$ cat src/rtl/uart_rx_frame_ctrl.sv
// UART receive frame sequencer: walks IDLE/DATA/PARITY/CRC/STOP per trigger,
// latches frame config at start, and flags completion and stop-bit errors.
module uart_rx_frame_ctrl #(
    parameter int DATA_BITS_MAX = 9,
    parameter int CRC_W         = 8,
    parameter int CNT_W         = 5
) (
    input  logic             clk_i,
    input  logic             rst_i,
    input  logic             trigger_i,
    input  logic             sampled_start_i,
    input  logic             rx_bit_i,
    input  logic             abort_i,
    input  logic [4:0]       cfg_data_bits_i,
    input  logic [1:0]       cfg_parity_i,
    input  logic             cfg_crc_en_i,
    input  logic             cfg_stop2_i,
    output logic             is_rx_idle_o,
    output logic             is_rx_data_o,
    output logic             is_rx_parity_o,
    output logic             is_rx_crc_o,
    output logic             is_rx_stop_o,
    output logic [CNT_W-1:0] bit_idx_o,
    output logic             shift_en_o,
    output logic [1:0]       parity_mode_o,
    output logic             changed_rx_state_o,
    output logic             frame_done_o,
    output logic             frame_err_o
);

    typedef enum logic [2:0] {
        S_IDLE = 3'd0,
        S_DATA = 3'd1,
        S_PAR  = 3'd2,
        S_CRC  = 3'd3,
        S_STOP = 3'd4
    } state_e;

    localparam logic [CNT_W-1:0] MIN_C    = CNT_W'(5);
    localparam logic [CNT_W-1:0] MAX_C    = CNT_W'(DATA_BITS_MAX);
    localparam logic [CNT_W-1:0] CRC_LAST = CNT_W'(CRC_W - 1);
    localparam logic [CNT_W-1:0] ONE_C    = CNT_W'(1);
    localparam logic [4:0]       MAX5     = 5'(DATA_BITS_MAX);

    state_e           state_q, state_d;
    logic [CNT_W-1:0] cnt_q, cnt_d;
    logic [CNT_W-1:0] nbits_q, nbits_d, nbits_clamp;
    logic [1:0]       par_q, par_d;
    logic             crc_q, crc_d;
    logic             stop2_q, stop2_d;
    logic             serr_q, serr_d;
    logic             done_q, done_d;
    logic             err_q, err_d;
    logic             frame_end;
    logic             load_cfg;

    // Clamp the requested data length into the supported range
    always_comb begin
        nbits_clamp = CNT_W'(cfg_data_bits_i);
        if (cfg_data_bits_i < 5'd5) begin
            nbits_clamp = MIN_C;
        end else if (cfg_data_bits_i > MAX5) begin
            nbits_clamp = MAX_C;
        end
    end

    // Next-state logic; abort overrides any trigger-driven move
    always_comb begin
        state_d   = state_q;
        frame_end = 1'b0;
        case (state_q)
            S_IDLE: begin
                if (trigger_i && sampled_start_i) state_d = S_DATA;
            end
            S_DATA: begin
                if (trigger_i && cnt_q == nbits_q - ONE_C) begin
                    if (crc_q) begin
                        state_d = S_CRC;
                    end else if (par_q == 2'b01 || par_q == 2'b10) begin
                        state_d = S_PAR;
                    end else begin
                        state_d = S_STOP;
                    end
                end
            end
            S_PAR: begin
                if (trigger_i) state_d = S_STOP;
            end
            S_CRC: begin
                if (trigger_i && cnt_q == CRC_LAST) state_d = S_STOP;
            end
            S_STOP: begin
                if (trigger_i && cnt_q == (stop2_q ? ONE_C : '0)) begin
                    state_d   = S_IDLE;
                    frame_end = 1'b1;
                end
            end
            default: state_d = S_IDLE;
        endcase
        if (abort_i) begin
            state_d   = S_IDLE;
            frame_end = 1'b0;
        end
    end

    assign load_cfg = (state_q == S_IDLE) && (state_d == S_DATA);

    // Counter, config latch and stop-error tracking
    always_comb begin
        cnt_d   = cnt_q;
        nbits_d = nbits_q;
        par_d   = par_q;
        crc_d   = crc_q;
        stop2_d = stop2_q;
        serr_d  = serr_q;
        done_d  = frame_end;
        err_d   = 1'b0;
        if (abort_i) begin
            if (state_q != S_IDLE) cnt_d = '0;
            serr_d = 1'b0;
        end else if (state_d != state_q) begin
            cnt_d = '0;
        end else if (trigger_i) begin
            cnt_d = cnt_q + ONE_C;
        end
        if (load_cfg) begin
            nbits_d = nbits_clamp;
            par_d   = cfg_parity_i;
            crc_d   = cfg_crc_en_i;
            stop2_d = cfg_stop2_i;
            serr_d  = 1'b0;
        end
        if (!abort_i && state_q == S_STOP && trigger_i && !rx_bit_i) begin
            serr_d = 1'b1;
        end
        if (frame_end) begin
            err_d  = serr_q | ~rx_bit_i;
            serr_d = 1'b0;
        end
    end

    // State and datapath registers
    always_ff @(posedge clk_i) begin
        if (rst_i) begin
            state_q <= S_IDLE;
            cnt_q   <= '0;
            nbits_q <= MAX_C;
            par_q   <= 2'b00;
            crc_q   <= 1'b0;
            stop2_q <= 1'b0;
            serr_q  <= 1'b0;
            done_q  <= 1'b0;
            err_q   <= 1'b0;
        end else begin
            state_q <= state_d;
            cnt_q   <= cnt_d;
            nbits_q <= nbits_d;
            par_q   <= par_d;
            crc_q   <= crc_d;
            stop2_q <= stop2_d;
            serr_q  <= serr_d;
            done_q  <= done_d;
            err_q   <= err_d;
        end
    end

    assign is_rx_idle_o       = (state_q == S_IDLE);
    assign is_rx_data_o       = (state_q == S_DATA);
    assign is_rx_parity_o     = (state_q == S_PAR);
    assign is_rx_crc_o        = (state_q == S_CRC);
    assign is_rx_stop_o       = (state_q == S_STOP);
    assign bit_idx_o          = cnt_q;
    assign parity_mode_o      = par_q;
    assign shift_en_o         = trigger_i & (is_rx_data_o | is_rx_crc_o);
    assign changed_rx_state_o = (state_d != state_q);
    assign frame_done_o       = done_q;
    assign frame_err_o        = err_q;

endmodule

$ cat config.mk
export PLATFORM = sky130hd
export DESIGN_NAME = uart_rx_frame_ctrl
export DESIGN_NICKNAME = d
export VERILOG_FILES = /design/src/rtl/uart_rx_frame_ctrl.sv
export SDC_FILE = /design/constraint.sdc
export NUM_CORES = 1
export LEC_CHECK = 0
export ABC_AREA = 1
export CORE_UTILIZATION = 40
export CTS_BUF_LIST = sky130_fd_sc_hd__clkbuf_4 sky130_fd_sc_hd__clkbuf_8
export CTS_CLUSTER_SIZE = 20
export DETAILED_ROUTE_END_ITERATION = 7
export PLACE_DENSITY_LB_ADDON = 0.08
export SYNTH_ARGS = -nofsm -noshare
export SYNTH_HDL_FRONTEND = slang
export SYNTH_SLANG_ARGS = --single-unit
$ cat constraint.sdc
create_clock -name clk_i -period 2.8 [get_ports clk_i]
set_input_delay 0.84 -clock clk_i [delete_from_list [all_inputs] [get_ports clk_i]]
set_output_delay 0.84 -clock clk_i [all_outputs]
set_load 0.005 [all_outputs]
== After elaboration in Yosys (flattened, before gate mapping) ==
Index checks and enable logic that the tools add are counted.
Widths: inputs -> output; s select.
Storage, ports and cells
  output and inout bits: 16
  flip-flop bits (word level): 20
  word-level logic and storage cells: 70
  input port bits: 15
Operators by class
  reductions and logical operators: 18
  equality and inequality tests: 12
  bitwise operators: 5
  multiplexer cells: 22
  $lt $le $gt $ge: 2
  add/subtract/negate cells: 2
Operator list (number)
  $mux 5: 6
  $mux 3: 8
  $pmux 3 s5: 1
  $reduce_bool 3->1: 3
  $logic_and 1x1->1: 8
  $mux 1: 7
  $eq 3x1->1 const B: 2
  $eq 3x2->1 const B: 2
  $add 5x1->5 const B: 1
  $eq 5x1->1: 1
  $eq 5x3->1 const B: 1
  $eq 5x5->1: 1
  $gt 5x4->1 const B: 1
  $lt 5x3->1 const B: 1
  $sub 5x1->5 const B: 1
  $reduce_or 2->1: 2
  $eq 3x3->1 const B: 1
  $logic_not 3->1: 1
  $ne 3x3->1: 1
  $eq 2x1->1 const B: 1
  $eq 2x2->1 const B: 1
  $logic_not 1->1: 2
  $ne 2x1->1 const B: 1
  $not 1->1: 2
  other kinds (4): 5

== Longest topological paths before layout ==
Gate-level depths: netlist of run 1.
  word-level depth: 11
  gate-level depth with buffers: 20
  gate-level depth less buffers: 20

== Least setup slack after synthesis of run 1 ==
OpenSTA, ideal clock, no wires.
  path kind: input -> output
  start: input trigger_i
  end: output changed_rx_state_o
  data arrival time: 1.671 ns
  path buffers: 0
  stages on the path: 9
  path slack: 0.289 ns
  data required time: 1.960 ns
  cells stage by stage: inv_1 nor3b_2 nor2_1 a31oi_1 nand2_1 nand2_1 nand2_1 nand2_2 nand3_1
Between the ends
  word-level cells in the longest chain between the ends: 5
  elaborated cells on any way between the ends: 12
  those cells by class: eq/ne (1); mux (7); reduce/logical (4)
Ends and longest elaborated chain
  start: declaration: line 10  | input logic trigger_i,
  $logic_and 1x1->1 (on tied branches)
  $mux 3 (on tied branches)
  $pmux 3 s5 (*): line 71  | case (state_q)
  $mux 3 (*): line 100  | if (abort_i) begin
  $ne 3x3->1 (*): line 175  | assign changed_rx_state_o = (state_d != state_q);
  end: declaration: line 26  | output logic changed_rx_state_o,
Every way passes the cells marked *; elsewhere a longest branch is shown, timed or not.

== Final worst setup path of run 1 ==
  start: register nbits_q[0]
  end: output changed_rx_state_o
Between the ends
  word-level cells in the longest chain between the ends: 7
Ends and longest elaborated chain
  start: declaration: line 47  | logic [CNT_W-1:0] nbits_q, nbits_d, nbits_clamp;
  start signal: assignment: line 157  | nbits_q <= nbits_d;
  $sub 5x1->5: line 76  | if (trigger_i && cnt_q == nbits_q - ONE_C) begin
  $eq 5x5->1: line 76
  $logic_and 1x1->1: line 76
  $mux 3: line 76
  $pmux 3 s5: line 71
  $mux 3: line 100
  $ne 3x3->1: line 175
No other way between the ends.

==> results.cfg, run 1 <==
[critical_path]
crit_path_frequent_cell = nand2_2
required_ns = 1.96
reg2reg_depth = 24
cp_max_fo = 3
path_cells = inv_2 -> ha_4 -> nand2_1 -> nand2_1 -> nor3_2 -> nand2_1 -> nor2_4 -> nand4_1 -> nand2_2 -> nand2_2 -> nand2_2 -> nand2_2 -> nand3_2 -> buf_2
slowest_delay_ns = 0.35
cp-startpoint = nbits_q[0]
start_kind = register
setup.worst_path.class = register to primary output
timing.rr.end = bit_idx_o[2]
r2r_slack_ns = 0.01
crit_arrival_ns = 2.00
worst_path_max_delay_cell = dfxtp_2
r2r-start = nbits_q[0]
worst_setup_path_end_kind = primary output

[cts]
path_clk_slew_ns = 0.12
clockBufferDepth = 2
cts_root_buf = clkbuf_4
ctsHoldBuffers = 0
cts_buffers = 3
cts.sinks = 20
cts_tree = yes
h-tree-depth = 1
clk_latency_ns = 0.31

[power_and_ir_drop]
p_leak_uw = 0.000903
peakVddDrop_uv = 352
p_total_uw = 698
power_density_mw_per_mm2 = 365

[finish]
antennaDiodeCount = 0
layout.nets = 278
utilization = 0.675
drive_gt1_frac = 0.285
area_delta_synth_final_pct = 56.0

[worst_hold_path]
hold_class = register to register
min_from = serr_q
whs_endpoint = frame_err_o
holdPathStages = 1

[timing]
final.period_utilization = 1.01
clock_skew_ns = 0.0163
finalSetupViolCount = 1
setup_tns_ns = -0.0379
rsz0062_at_grt = yes
drv_slew = 0
slew-limit-headroom = 0.718
hold-worst-slack_ns = 0.488
fin_crit_ns = 2.84
timing.fmax_mhz = 352
tightestPinTransition_ns = 0.419
hold_violations = 0
setup_ws_ns = -0.0379

[floorplan]
dieArea_sq_mm = 0.00329
rows = 19
die_w_um = 57.3
core_area_sq_mm = 0.00283
start_util = 0.433
die_h_um = 57.3
io_pins = 31

[global_route]
grt_pass1_vias = 1364
gr-total-overflow = 0
grt_max_degree = 12
grt_pass1_wl_mm = 5.71
antenna_found_initial = 0
track_usage = 0.222

[routing]
drt-total-wl_mm = 3.48
dr.pass1.iters = 4
drt_iter0_markers = 110
routed_via_density = 4.97
num_vias = 1446
detail_route.wl_per_cell_um = 12.0
drc = 0
ant_nets = 0

[synthesis]
syn_area_per_cell_sq_um = 6.35
ys_types = 28
seq_area_frac_synth = 0.327
synth_area_sq_mm = 0.00122
synth_seq_cells = 20
syn_inst = 193
yosys_warnings = 0
synth_fp_nets = 210

[run_status]
outcome = complete, but fails checks
failed_checks = setup timing

[place]
port_buffers = 30
dp_hpwl_mm = 2.56
gp_congestion = 0.942

[run]
cap_violations = 0
[timing repair]
item                                    in CTS  in global routing
endpoints found under the setup margin       2                  6
buffers inserted                            11                  1
cloned                                       0                  1
resized for setup                           20                  8
hold endpoints to repair                     0                  0
pin swaps                                   11                 13
[how the worst max path moves through the flow]
stage                         end  slack (ns)  depth (start not counted)
4_1_cts        changed_rx_state_o       -0.03                         14
5_1_grt              bit_idx_o[2]       -0.23                         24
3_5_place_dp   changed_rx_state_o       -0.81                         11
3_3_place_gp   changed_rx_state_o       -0.81                         11
2_1_floorplan  changed_rx_state_o        0.29                          9
6_report       changed_rx_state_o       -0.04                         14
[cell usage in the layout (no fill, tap or decap), drive strengths merged, types with 4 or more instances in the layout]
master | Yosys | layout
nand4 | 4 | 4
clkdlybuf4s50 | 0 | 28
buf | 1 | 37
nand2 | 57 | 58
nor3 | 9 | 9
clkbuf | 2 | 4
dfxtp | 20 | 20
inv | 26 | 26
a21oi | 8 | 8
nand3 | 12 | 12
nor2 | 31 | 31
o21ai | 7 | 7
[cell usage after synthesis]
| cell type | instances | share of area |
|---|---|---|
| nor2_1 | 30 | 0.092 |
| nor3_1 | 7 | 0.029 |
| o211ai_1 | 2 | 0.012 |
| inv_2 | 4 | 0.012 |
| nand2_4 | 1 | 0.0092 |
| nand2_2 | 4 | 0.020 |
| inv_1 | 22 | 0.067 |
| nor3b_2 | 1 | 0.010 |
| buf_2 | 1 | 0.0041 |
| and3_1 | 1 | 0.0051 |
| nand2_1 | 52 | 0.16 |
| clkinv_1 | 1 | 0.0031 |
| xnor2_1 | 2 | 0.014 |
| xor2_1 | 2 | 0.014 |
| nand3_1 | 12 | 0.049 |
| o21bai_1 | 1 | 0.0061 |
| nor4_1 | 1 | 0.0051 |
| nor2_4 | 1 | 0.0092 |
| a21oi_1 | 8 | 0.033 |
| nand4_1 | 2 | 0.010 |
| nor3_2 | 2 | 0.016 |
| ha_1 | 2 | 0.020 |
| o21a_1 | 1 | 0.0061 |
| a31oi_1 | 2 | 0.010 |
| nand4_2 | 2 | 0.020 |
| o21ai_0 | 7 | 0.029 |
| clkbuf_1 | 2 | 0.0061 |
| dfxtp_1 | 20 | 0.33 |
[worst max-delay path, delay by kind of cell, from the launching register on]
kind | cells | cell delay [ns]
buf+inv | 2 | 0.16
flops | 1 | 0.35
simple gates | 11 | 0.94
fa+ha+maj | 1 | 0.24
[kinds of logic (layout without fill, tap and decap cells)]
logic type,after synthesis,in the layout,synth area share
xor gates and xnor gates,4,4,0.0286
DFF,20,20,0.327
buffers and inverters,30,96,0.0929
and+or+nand+nor,116,117,0.435
AOI/OAI and AO/OA,21,21,0.0960
adders and majority gates,2,2,0.0204
[where the power goes]
part | leakage, uW | switching (uW) | internal (uW)
clock | 0.0000210 | 92.5 | 79.5
sequential | 0.000163 | 11.6 | 299
combinational | 0.000718 | 104 | 111
total | 0.000903 | 209 | 489
[routing by layer]
layer / GRT usage / wire [um] / vias to the layer above
li1: - / - / 748
met1: 0.249 / 1530 / 658
met2: 0.410 / 1780 / 33
met3: 0.0476 / 129 / 7
met4: 0.0767 / 39 / 0
met5: 0 / 0 / -
[through the flow]
step	instance area [sq um]	worst slack, ns	std cells
floorplan	1220	0.289	193
CTS	1870	-0.0319	289
global route	1910	-0.231	291
global placement	1720	-0.807	274
detailed placement	1720	-0.811	274
finish	1910	-0.0379	291
[area by class of cell]
class,instances,area [sq um]
fill,267,918
multi-input combinational,144,777
timing repair buffer,65,553
sequential,20,403
inverter,27,103
tap,31,38.8
clock buffer,4,36.3
[sequential cells by signal (all words and copies together) (netlist names)]
signal,flops
bit_idx_o,5
nbits_q,5
state_q,3
parity_mode_o,2
crc_q,1
frame_done_o,1
frame_err_o,1
serr_q,1
stop2_q,1
(Power assumes the default switching activity.)
==> inputs of run 2 (changes only) <==
CTS_BUF_LIST = unset   (was sky130_fd_sc_hd__clkbuf_4 sky130_fd_sc_hd__clkbuf_8)
DONT_BUFFER_PORTS = 1   (was unset)
clock period = 2.67 ns   (was 2.8 ns; I/O delays follow)
==> run 2 against run 1 <==
- the run still ends with setup timing left
- sequential share of layout area grew 4.5 points
- total power grew 5.8%
- global-route usage shrank 0.13 points
- highest routed layer unchanged
- clock skew shrank 0.014 ns
- flip-flop and latch count is the same
- non-clock buffer count shrank 39
- core utilization shrank 11 points
- critical path depth shrank 1
- setup slack lost 0.038 ns
- register-to-register slack lost 0.04 ns
- combinational power shrank 30%
- first-iteration DRC count shrank 50%
==> results.cfg, run 2 (synthesized netlist as in run 1, its figures left out) <==
[finish]
fillers = 275
antennaDiodeCount = 0
stdcell_area_sq_mm = 0.00159
final_cells = 252
area_delta_synth_final_pct = 30.1
layout.nets = 239
final_cell_mix = 41 x nand2_1, 29 x nor2_1, 25 x buf_4
drive_gt1_frac = 0.308
mostFrequentLayoutCell = nand2_1

[cts]
cts.sinks = 20
clockBufferDepth = 2
h-tree-depth = 1
clk_latency_ns = 0.31
ctsHoldBuffers = 0
cts_buffers = 3
cts_tree = yes
path_clk_slew_ns = 0.12
cts_root_buf = clkbuf_4

[global_route]
grt_pass1_vias = 1313
track_usage = 0.221
grt_max_degree = 13
grt_pass1_wl_mm = 5.66
antenna_found_initial = 0
gr-total-overflow = 0

[run_status]
outcome = complete, but fails checks
failed_checks = setup timing

[critical_path]
timing.rr.end = state_q[1]
reg2reg_depth = 21
crit_path_frequent_cell = nand2_2
start_kind = register
path_cells = inv_2 -> ha_4 -> nand2_2 -> nand2_2 -> nor3_2 -> nand2_1 -> nor2_4 -> o211ai_1 -> nand2_1 -> buf_6 -> nand3_2 -> nand2_2 -> nand3_2
path_delay_family = simple AND/OR/NAND/NOR gates
slowest_delay_ns = 0.35
critPathBufInv = 2
cp-endpoint = changed_rx_state_o
r2r-start = nbits_q[0]
cp.depth = 13
crit_arrival_ns = 1.94
cp-startpoint = nbits_q[0]
worst_setup_path_end_kind = primary output
r2r_slack_ns = -0.03
setup.worst_path.class = register to primary output
cp_max_fo = 3
required_ns = 1.87
worst_path_max_delay_cell = dfxtp_2

[floorplan]
core_area_sq_mm = 0.00283
io_pins = 31
die_w_um = 57.3
start_util = 0.433
dieArea_sq_mm = 0.00329
rows = 19
die_h_um = 57.3

[place]
gp_congestion = 0.843
dp_hpwl_mm = 2.35
placed_cells = 227
port_buffers = 0
placed_area_sq_mm = 0.00130

[power_and_ir_drop]
peakVddDrop_uv = 232
power_frac_comb = 0.205
seqPwrFrac = 0.450
p_sw_uw = 212
p_int_uw = 526
p_sw_frac = 0.287
clock_power_share = 0.345
power_density_mw_per_mm2 = 463
p_leak_uw = 0.000748
p_total_uw = 738

[timing]
setup_ws_ns = -0.0759
final.period_utilization = 1.03
drv_slew = 0
timing.fmax_mhz = 364
slew-limit-headroom = 0.766
rsz0062_at_grt = yes
finalSetupViolCount = 2
hold-worst-slack_ns = 0.487
hold_violations = 0
clock_skew_ns = 0.00209
tightestPinTransition_ns = 0.350
fin_crit_ns = 2.75

[routing]
routed_via_density = 5.33
drc = 0
detail_route.wl_per_cell_um = 13.6
dr.pass1.iters = 4
drt-total-wl_mm = 3.42
num_vias = 1343
drt_iter0_markers = 55
ant_nets = 0

[run]
cap_violations = 0

[worst_hold_path]
hold_class = register to register
run 2: cell types whose count changed in the layout (fill, tap and decap cells not counted), sizes merged:
cell	delta
buf	-11
bufinv	+1
clkbuf	-1
clkdlybuf4s50	-28
run 2: power groups by stage:
stage / combinational, uW / clock (uW) / sequential [uW]
final: 152 / 255 / 332
after global routing: 173 / 273 / 335
after CTS: 137 / 260 / 330
after detailed placement: 124 / 0 / 337
after global placement: 121 / 0 / 337
after floorplan: 100 / 0 / 334
run 2: worst reg2reg max path: stages, from the launching register on:
cell and delay, ns:
dfxtp_2 0.35, inv_2 0.05, ha_4 0.24, nand2_2 0.06, nand2_2 0.05, nor3_2 0.14, nand2_1 0.10, nor2_4 0.10
o211ai_1 0.10, nand2_1 0.13, nand2_2 0.08, buf_4 0.14, buf_4 0.11, buf_4 0.12, buf_4 0.12, buf_4 0.12
buf_4 0.12, buf_4 0.12, buf_4 0.12, buf_4 0.12, buf_4 0.12, nor2_2 0.06
run 2: cell type report:
class | count | area (sq um) | share of cell area
inverter | 27 | 101 | 0.0636
timing repair buffer | 26 | 199 | 0.125
multi-input combinational | 144 | 795 | 0.498
clock inverter | 1 | 30.0 | 0.0188
sequential | 20 | 408 | 0.256
clock buffer | 3 | 22.5 | 0.0141
tap | 31 | 38.8 | 0.0243
run 2: repair_timing:
action                                  CTS  global route
pin swaps                                 6            18
gates cloned                              0             1
gates resized for setup                  10            17
endpoints found under the setup margin    1             7
setup buffers                            20             3
run 2: through the flow:
step           utilization  setup slack (ns)  TNS [ns]
3_3_place_gp         0.458            0.0839         0
6_report             0.563           -0.0759    -0.106
5_1_grt              0.563            -0.258    -0.481
3_5_place_dp         0.458            0.0829         0
2_1_floorplan            -             0.237         0
4_1_cts              0.540           -0.0341   -0.0425
run 2: worst min path at each step:
stage               startpoint     endpoint  slack, ns  cells after the start
floorplan               serr_q  frame_err_o       0.44                      1
global placement    nbits_q[4]   nbits_q[4]       0.45                      2
detailed placement     stop2_q      stop2_q       0.47                      2
CTS                 nbits_q[4]   nbits_q[4]       0.49                      2
global route        nbits_q[4]   nbits_q[4]       0.51                      2
finish              nbits_q[4]   nbits_q[4]       0.49                      2
run 2: routing by layer:
layer	track usage	routed length (um)	up-vias
li1	-	-	673
met1	0.262	1380	623
met2	0.379	1790	41
met3	0.0454	191	6
met4	0.105	55	0
met5	0	0	-
